[src/rtl/riscv_ctrl_pkg.sv]
// Shared constants for the control-path branch logic: opcodes, funct3 codes
// and the BHT counter reset value.
package riscv_ctrl_pkg;

    localparam logic [6:0] OP_B    = 7'b1100011;
    localparam logic [6:0] OP_JAL  = 7'b1101111;
    localparam logic [6:0] OP_JALR = 7'b1100111;

    localparam logic [2:0] F3_BEQ  = 3'b000;
    localparam logic [2:0] F3_BNE  = 3'b001;
    localparam logic [2:0] F3_BLT  = 3'b100;
    localparam logic [2:0] F3_BGE  = 3'b101;
    localparam logic [2:0] F3_BLTU = 3'b110;
    localparam logic [2:0] F3_BGEU = 3'b111;

    // Weakly not-taken: MSB clear, all lower bits set.
    function automatic logic [31:0] cnt_reset(input int w);
        return (32'd1 << (w - 1)) - 32'd1;
    endfunction

endpackage

[src/rtl/riscv_ctrl_bht.sv]
// Bimodal branch history table: array of saturating counters with one
// combinational read port and one synchronous update port.
module riscv_ctrl_bht
    import riscv_ctrl_pkg::*;
#(
    parameter int BHT_ENTRIES = 64,
    parameter int CNT_W       = 2
) (
    input  logic                           clk,
    input  logic                           rst,
    input  logic [$clog2(BHT_ENTRIES)-1:0] rd_idx,
    output logic [CNT_W-1:0]               rd_cnt,
    input  logic                           upd_en,
    input  logic [$clog2(BHT_ENTRIES)-1:0] upd_idx,
    input  logic                           upd_taken
);

    localparam logic [CNT_W-1:0] CNT_RST = CNT_W'(cnt_reset(CNT_W));
    localparam logic [CNT_W-1:0] CNT_MAX = '1;
    localparam logic [CNT_W-1:0] CNT_MIN = '0;

    logic [CNT_W-1:0] cnt [BHT_ENTRIES];

    // Read sees the pre-update value when it collides with a same-cycle write.
    assign rd_cnt = cnt[rd_idx];

    always_ff @(posedge clk) begin
        if (rst) begin
            for (int i = 0; i < BHT_ENTRIES; i++) cnt[i] <= CNT_RST;
        end else if (upd_en) begin
            if (upd_taken) begin
                if (cnt[upd_idx] != CNT_MAX) cnt[upd_idx] <= cnt[upd_idx] + 1'b1;
            end else begin
                if (cnt[upd_idx] != CNT_MIN) cnt[upd_idx] <= cnt[upd_idx] - 1'b1;
            end
        end
    end

endmodule

[src/rtl/riscv_ctrl_branchunit.sv]
// Branch resolution unit: resolves B/JAL/JALR in EX, compares with the fetch
// prediction, issues a registered redirect and trains the bimodal BHT.
module riscv_ctrl_branchunit
    import riscv_ctrl_pkg::*;
#(
    parameter int XLEN        = 32,
    parameter int BHT_ENTRIES = 64,
    parameter int CNT_W       = 2,
    parameter int MISS_W      = 16
) (
    input  logic              iclk,
    input  logic              irst,
    input  logic [XLEN-1:0]   ifetch_pc,
    output logic              opredict_taken,
    input  logic              iex_valid,
    input  logic [6:0]        iop,
    input  logic [2:0]        ifunct3,
    input  logic              ialu_zero,
    input  logic              ialu_ovfl,
    input  logic              ialu_carry,
    input  logic              ialu_neg,
    input  logic [XLEN-1:0]   iex_pc,
    input  logic [XLEN-1:0]   iex_target,
    input  logic              iex_pred_taken,
    output logic              opc_src,
    output logic              oredirect,
    output logic [XLEN-1:0]   oredirect_pc,
    output logic [MISS_W-1:0] omiss_cnt
);

    localparam int IDX = $clog2(BHT_ENTRIES);

    logic             eff_valid;
    logic             taken;
    logic             is_b;
    logic             legal;
    logic             mispredict;
    logic [CNT_W-1:0] rd_cnt;
    logic             unused_pc_bits;

    // The cycle after a redirect carries a wrong-path instruction.
    assign eff_valid = iex_valid & ~oredirect;

    always_comb begin
        taken = 1'b0;
        is_b  = 1'b0;
        legal = 1'b1;
        case (iop)
            OP_B: begin
                is_b = 1'b1;
                case (ifunct3)
                    F3_BEQ:  taken = ialu_zero;
                    F3_BNE:  taken = ~ialu_zero;
                    F3_BLT:  taken = ialu_neg ^ ialu_ovfl;
                    F3_BGE:  taken = ~(ialu_neg ^ ialu_ovfl);
                    F3_BLTU: taken = ~ialu_carry;
                    F3_BGEU: taken = ialu_carry;
                    default: legal = 1'b0;
                endcase
            end
            OP_JAL, OP_JALR: taken = 1'b1;
            default:         taken = 1'b0;
        endcase
    end

    assign opc_src    = taken & eff_valid;
    assign mispredict = eff_valid & legal & (taken != iex_pred_taken);

    riscv_ctrl_bht #(
        .BHT_ENTRIES (BHT_ENTRIES),
        .CNT_W       (CNT_W)
    ) u_bht (
        .clk       (iclk),
        .rst       (irst),
        .rd_idx    (ifetch_pc[IDX+1:2]),
        .rd_cnt    (rd_cnt),
        .upd_en    (eff_valid & is_b & legal),
        .upd_idx   (iex_pc[IDX+1:2]),
        .upd_taken (taken)
    );

    assign opredict_taken = rd_cnt[CNT_W-1];
    assign unused_pc_bits = ^{ifetch_pc[XLEN-1:IDX+2], ifetch_pc[1:0]};

    always_ff @(posedge iclk) begin
        if (irst) begin
            oredirect    <= 1'b0;
            oredirect_pc <= '0;
            omiss_cnt    <= '0;
        end else begin
            oredirect <= mispredict;
            if (mispredict) begin
                oredirect_pc <= taken ? iex_target : iex_pc + XLEN'(4);
                if (omiss_cnt != '1) omiss_cnt <= omiss_cnt + 1'b1;
            end
        end
    end

endmodule
[config.mk]
export PLATFORM = sky130hd
export DESIGN_NAME = riscv_ctrl_branchunit
export DESIGN_NICKNAME = d
export VERILOG_FILES = /design/src/rtl/riscv_ctrl_pkg.sv /design/src/rtl/riscv_ctrl_bht.sv /design/src/rtl/riscv_ctrl_branchunit.sv
export SDC_FILE = /design/constraint.sdc
export NUM_CORES = 1
export LEC_CHECK = 0
export CAP_MARGIN = 10
export CORE_ASPECT_RATIO = 1.1
export CORE_UTILIZATION = 40
export DETAILED_ROUTE_END_ITERATION = 8
export PLACE_DENSITY_LB_ADDON = 0.08
export REMOVE_ABC_BUFFERS = 1
export SYNTH_ARGS = -nofsm -noshare
export SYNTH_HDL_FRONTEND = slang
export SYNTH_SLANG_ARGS = --single-unit
export TNS_END_PERCENT = 20
[constraint.sdc]
create_clock -name iclk -period 5.4 [get_ports iclk]
set_input_delay 1.62 -clock iclk [delete_from_list [all_inputs] [get_ports iclk]]
set_output_delay 1.62 -clock iclk [all_outputs]
set_load 0.01 [all_outputs]
==> results by stage <==
Run status:
- The run finished with clean final reports.

Power:
- The leakage component of the power is 0.00445 uW.
- The relative contribution of combinational cells to total power is 18.6%.
- The internal portion of the total power is 2450 uW.
- The design draws 3430 uW.
- The worst-case IR drop observed on VDD is 179 uV.
- The sequential group share of total power is 43.9%.
- The switching part of the total is 28.4%.
- For this design the total switching power over the nets is 972 uW.
- Of the total power, the clock network draws 37.5%.
- The power density over cell area is 257 mW/mm^2.

Job:
- The number of maximum-capacitance violations is 0.

Worst setup path:
- The required time of the worst setup path is 3.78 ns.
- STA classifies the critical path endpoint as an output port.
- The cell type group with the largest total delay on the critical path is multiplexers.
- The most repeated library cell on the critical path is sky130_fd_sc_hd__mux4_2.
- At the worst endpoint, the arrival time is 3.77 ns.
- The largest fanout on the critical path is 8.
- The critical path goes through buf_4 -> buf_12 -> mux4_2 -> mux4_2 -> mux4_2 -> dlygate4sd2_1.
- The longest individual stage delay on the worst path is 0.53 ns.
- The slowest stage of the critical path belongs to the cell sky130_fd_sc_hd__mux4_2.
- By startpoint and endpoint, the worst setup path is classified as input port to output port.
- The number of buffer and inverter stages on the critical path is 3.
- The critical path startpoint category is an input port.

Yosys:
- The most used flip-flop cell after synthesis is sky130_fd_sc_hd__edfxtp_1.
- The number of warning messages in the yosys log is 0.
- The dominant combinational cell family by area after synthesis is compound AO/OA/AOI/OAI gates.
- For this run, the register share of the synthesized area comes to 44.6%.
- Synthesis produced a netlist whose cell count is 1075.
- Of the total synthesized cell area, the portion taken by AND, OR, NAND and NOR gates is 16.7%.
- After synthesis, the share of flip-flops with an asynchronous set or reset is 0%.
- Yosys mapped a number of flops with a built-in enable equal to 128.
- The adder-cell area share of the yosys netlist is 0.231%.
- The count of distinct cell types in the synthesized netlist is 64.
- In the synthesized netlist, mux cells make up 9.20% of the area.
- After synthesis the cells add up to 0.0108 mm^2.
- The register bit count reported by yosys is 177.
- Summing the areas of all compound-gate instances in the mapped netlist gives 19.8% of the synthesized area.
- Of the total synthesized cell area, the portion taken by XOR and XNOR cells is 2.89%.
- The average size of a mapped cell is 10.1 um^2.

Placement:
- The placer congestion estimate is 0.887.
- The HPWL reported at the end of detailed placement is 23.5 mm.
- Port buffering added 138 buffers.

Floorplan:
- The floorplan step defined a die boundary enclosing 0.0277 mm^2.
- The floorplan step set the die height to 175 um.
- The horizontal extent of the die is 159 um.
- The standard-cell row count is 62.
- During I/O placement, the number of pins put on the boundary was 165.
- Once the floorplan was initialized, standard cells occupied 41.0% of the core.
- The placeable core region is 0.0264 mm^2.

Clock network:
- The root buffer cell is sky130_fd_sc_hd__clkbuf_16.
- TritonCTS built the clock tree.
- In this run the deepest clock path goes through 2 buffers.
- The clock net sink count is 177.
- The number of buffers added for setup after CTS is 0.
- The number of buffers added by the clock tree synthesis step is 17.
- The post-CTS clock slew at the launch and capture registers of the worst setup and hold paths is 0.06 ns.
- The H-tree was split into 4 levels.
- The later-pin clock latency in the skew report is 0.44 ns.
- Hold repair after CTS inserted 0 buffers.

Global routing:
- The first global-routing pass estimated 56.0 mm of wire.
- The via count of the first global-routing pass is 9409.
- Global routing used 26.2% of the available tracks.
- The number of antenna violations at the first check in global routing is 0.
- Entering global routing, the biggest net connects 62 pins.
- After global routing the overflow that remains totals 0.

Layout:
- The number of diodes added for antenna fixing is 0.
- In the final layout, the share of cells above drive strength 1 is 13.8%.
- The filler cell count is 2452.
- Relative to the synthesized area, the layout overhead comes to 22.9%.
- At the end of the flow, the number of nets in the layout was 1275.

STA:
- Setup repair after global routing left no endpoint under its margin.
- The total setup violations reported at the end of the flow is 0.
- The peak clock frequency supported by timing is 0.186 GHz.
- The max-slew headroom at the worst pin is 29.1%.
- After layout, the worst path uses 99.8% of the clock period.
- The count of final hold-check violations is 0.
- The worst-case clock skew is 0.0126 ns.
- The worst path needs 5.39 ns of the cycle, external delays included.
- At the pin with the least slew margin, the transition time is 1.06 ns.
- Adding up every negative setup slack in the final design gives 0 ns.
- The final-report max-slew violation count is 0.

Drt:
- The number of nets still failing antenna checks after routing is 0.
- The total wire length is 36.0 mm.
- After detailed routing, the number of vias per cell comes to 6.24.
- The number of detailed-route iterations in the first pass is 5.
- After the first detailed-routing iteration, the DRC count stood at 754.
- The final routed DRC violation total is 0.
- The number of vias in the routed layout is 9513.
- Dividing the detail-routed wire length by the instance count gives 23.6 um.

Min path:
- The class of the most critical hold timing path is flop to flop.
[placed cells by master (no fill, tap or decap), types with 27 or more instances in the layout]
master,instances
sky130_fd_sc_hd__o211ai_1,27
sky130_fd_sc_hd__nand2_1,149
sky130_fd_sc_hd__nand4_1,70
sky130_fd_sc_hd__edfxtp_1,128
sky130_fd_sc_hd__clkdlybuf4s50_1,130
sky130_fd_sc_hd__buf_4,60
sky130_fd_sc_hd__nor2_1,31
sky130_fd_sc_hd__a21oi_1,45
sky130_fd_sc_hd__a41o_1,64
sky130_fd_sc_hd__dfxtp_1,49
sky130_fd_sc_hd__a211oi_1,69
[state kept, by name (all words and copies together), names as in the netlist]
signal,flops
omiss_cnt,16
oredirect,1
oredirect_pc,32
u_bht.cnt,128
[tightest hold or removal path, delay by kind of cell (launching register included)]
family | cells | cell delay [ns]
flops | 1 | 0.31
compound gates | 1 | 0.05
simple gates | 1 | 0.05
[per-layer routing]
| layer | GRT usage (%) | wire length [um] |
|---|---|---|
| met5 | 0 | 0 |
| met3 | 6.20 | 3040 |
| met4 | 9.74 | 952 |
| met1 | 34.8 | 15400 |
| met2 | 41.5 | 16700 |
[logic make-up after synthesis]
family,count (synthesis)
xor+xnor,34
compound gates,279
flops,177
simple gates,363
buf+inv,155
fa+ha+maj,2
mux,65
[final cells by class]
type / count / area, um^2 / area share [%]
clock buffers: 22 / 539 / 4.05
clock inverters: 10 / 62.6 / 0.470
inverters: 13 / 48.8 / 0.367
multi-input cells: 743 / 5350 / 40.2
flip-flops and latches: 177 / 4820 / 36.3
well taps: 352 / 440 / 3.31
repair buffers: 207 / 2040 / 15.3
[stage by stage]
| stage | cells | util, % | area, um^2 | setup WS, ns | hold WS (ns) |
|---|---|---|---|---|---|
| finish | 1524 | 50.5 | 13300 | 0.0123 | 0.454 |
| detailed placement | 1490 | 47.9 | 12600 | -0.599 | 0.445 |
| global placement | 1490 | 47.9 | 12600 | -0.562 | 0.441 |
| CTS | 1524 | 50.4 | 13300 | 0.0211 | 0.457 |
| floorplan | 933 | - | 10200 | -2.98 | 0.470 |
| global route | 1524 | 50.5 | 13300 | 0.00267 | 0.475 |
[Yosys cell counts (6+ instances only)]
cell type	instances	area (um^2)
sky130_fd_sc_hd__nand2_1	150	563
sky130_fd_sc_hd__edfxtp_1	128	3840
sky130_fd_sc_hd__clkbuf_1	96	360
sky130_fd_sc_hd__nand4_1	70	438
sky130_fd_sc_hd__a211oi_1	69	518
sky130_fd_sc_hd__a41o_1	64	641
sky130_fd_sc_hd__dfxtp_1	49	981
sky130_fd_sc_hd__a21oi_1	45	225
sky130_fd_sc_hd__nor2_1	33	124
sky130_fd_sc_hd__buf_2	28	140
sky130_fd_sc_hd__o211ai_1	27	203
sky130_fd_sc_hd__mux2i_1	26	260
sky130_fd_sc_hd__mux4_2	26	586
sky130_fd_sc_hd__xnor2_1	26	228
sky130_fd_sc_hd__nand3_1	25	125
sky130_fd_sc_hd__inv_1	13	48.8
sky130_fd_sc_hd__buf_6	12	135
sky130_fd_sc_hd__mux2_2	12	135
sky130_fd_sc_hd__nor3_1	12	60.1
sky130_fd_sc_hd__o21ai_0	12	60.1
sky130_fd_sc_hd__and2_1	10	62.6
sky130_fd_sc_hd__and3_1	9	56.3
sky130_fd_sc_hd__nor2b_1	9	56.3
sky130_fd_sc_hd__or3_1	9	56.3
sky130_fd_sc_hd__a221oi_1	7	61.3
sky130_fd_sc_hd__nor4_1	7	43.8
sky130_fd_sc_hd__xor2_1	7	61.3
sky130_fd_sc_hd__a2111oi_0	6	52.6
sky130_fd_sc_hd__nor3b_1	6	45.0
sky130_fd_sc_hd__o22ai_1	6	37.5
[timing repair]
item | 4_1_cts | 5_1_grt
gates resized for setup | 11 | 1
gates cloned | 2 | 0
pin swaps | 0 | 0
setup endpoints to repair | 1 | 1
[path summary, 6_finish.rpt]
path                                        from          endpoint  slack (ns)  cells after the start
worst max-delay path                ifetch_pc[2]    opredict_taken        0.01                      6
worst min-delay path             oredirect_pc[5]   oredirect_pc[5]        0.45                      2
worst max register to register  u_bht.cnt[47][0]  u_bht.cnt[12][1]        1.89                      9
worst min register to register   oredirect_pc[5]   oredirect_pc[5]        0.45                      2
[power groups by stage]
| stage | clock, uW | combinational [uW] | sequential (uW) |
|---|---|---|---|
| final | 1280 | 638 | 1500 |
| after global routing | 1340 | 675 | 1510 |
| after CTS | 1300 | 635 | 1500 |
| after detailed placement | 0 | 627 | 1530 |
| after global placement | 0 | 624 | 1530 |
| after floorplan | 0 | 260 | 1530 |
Note: power is estimated with default switching activity, not from simulation.
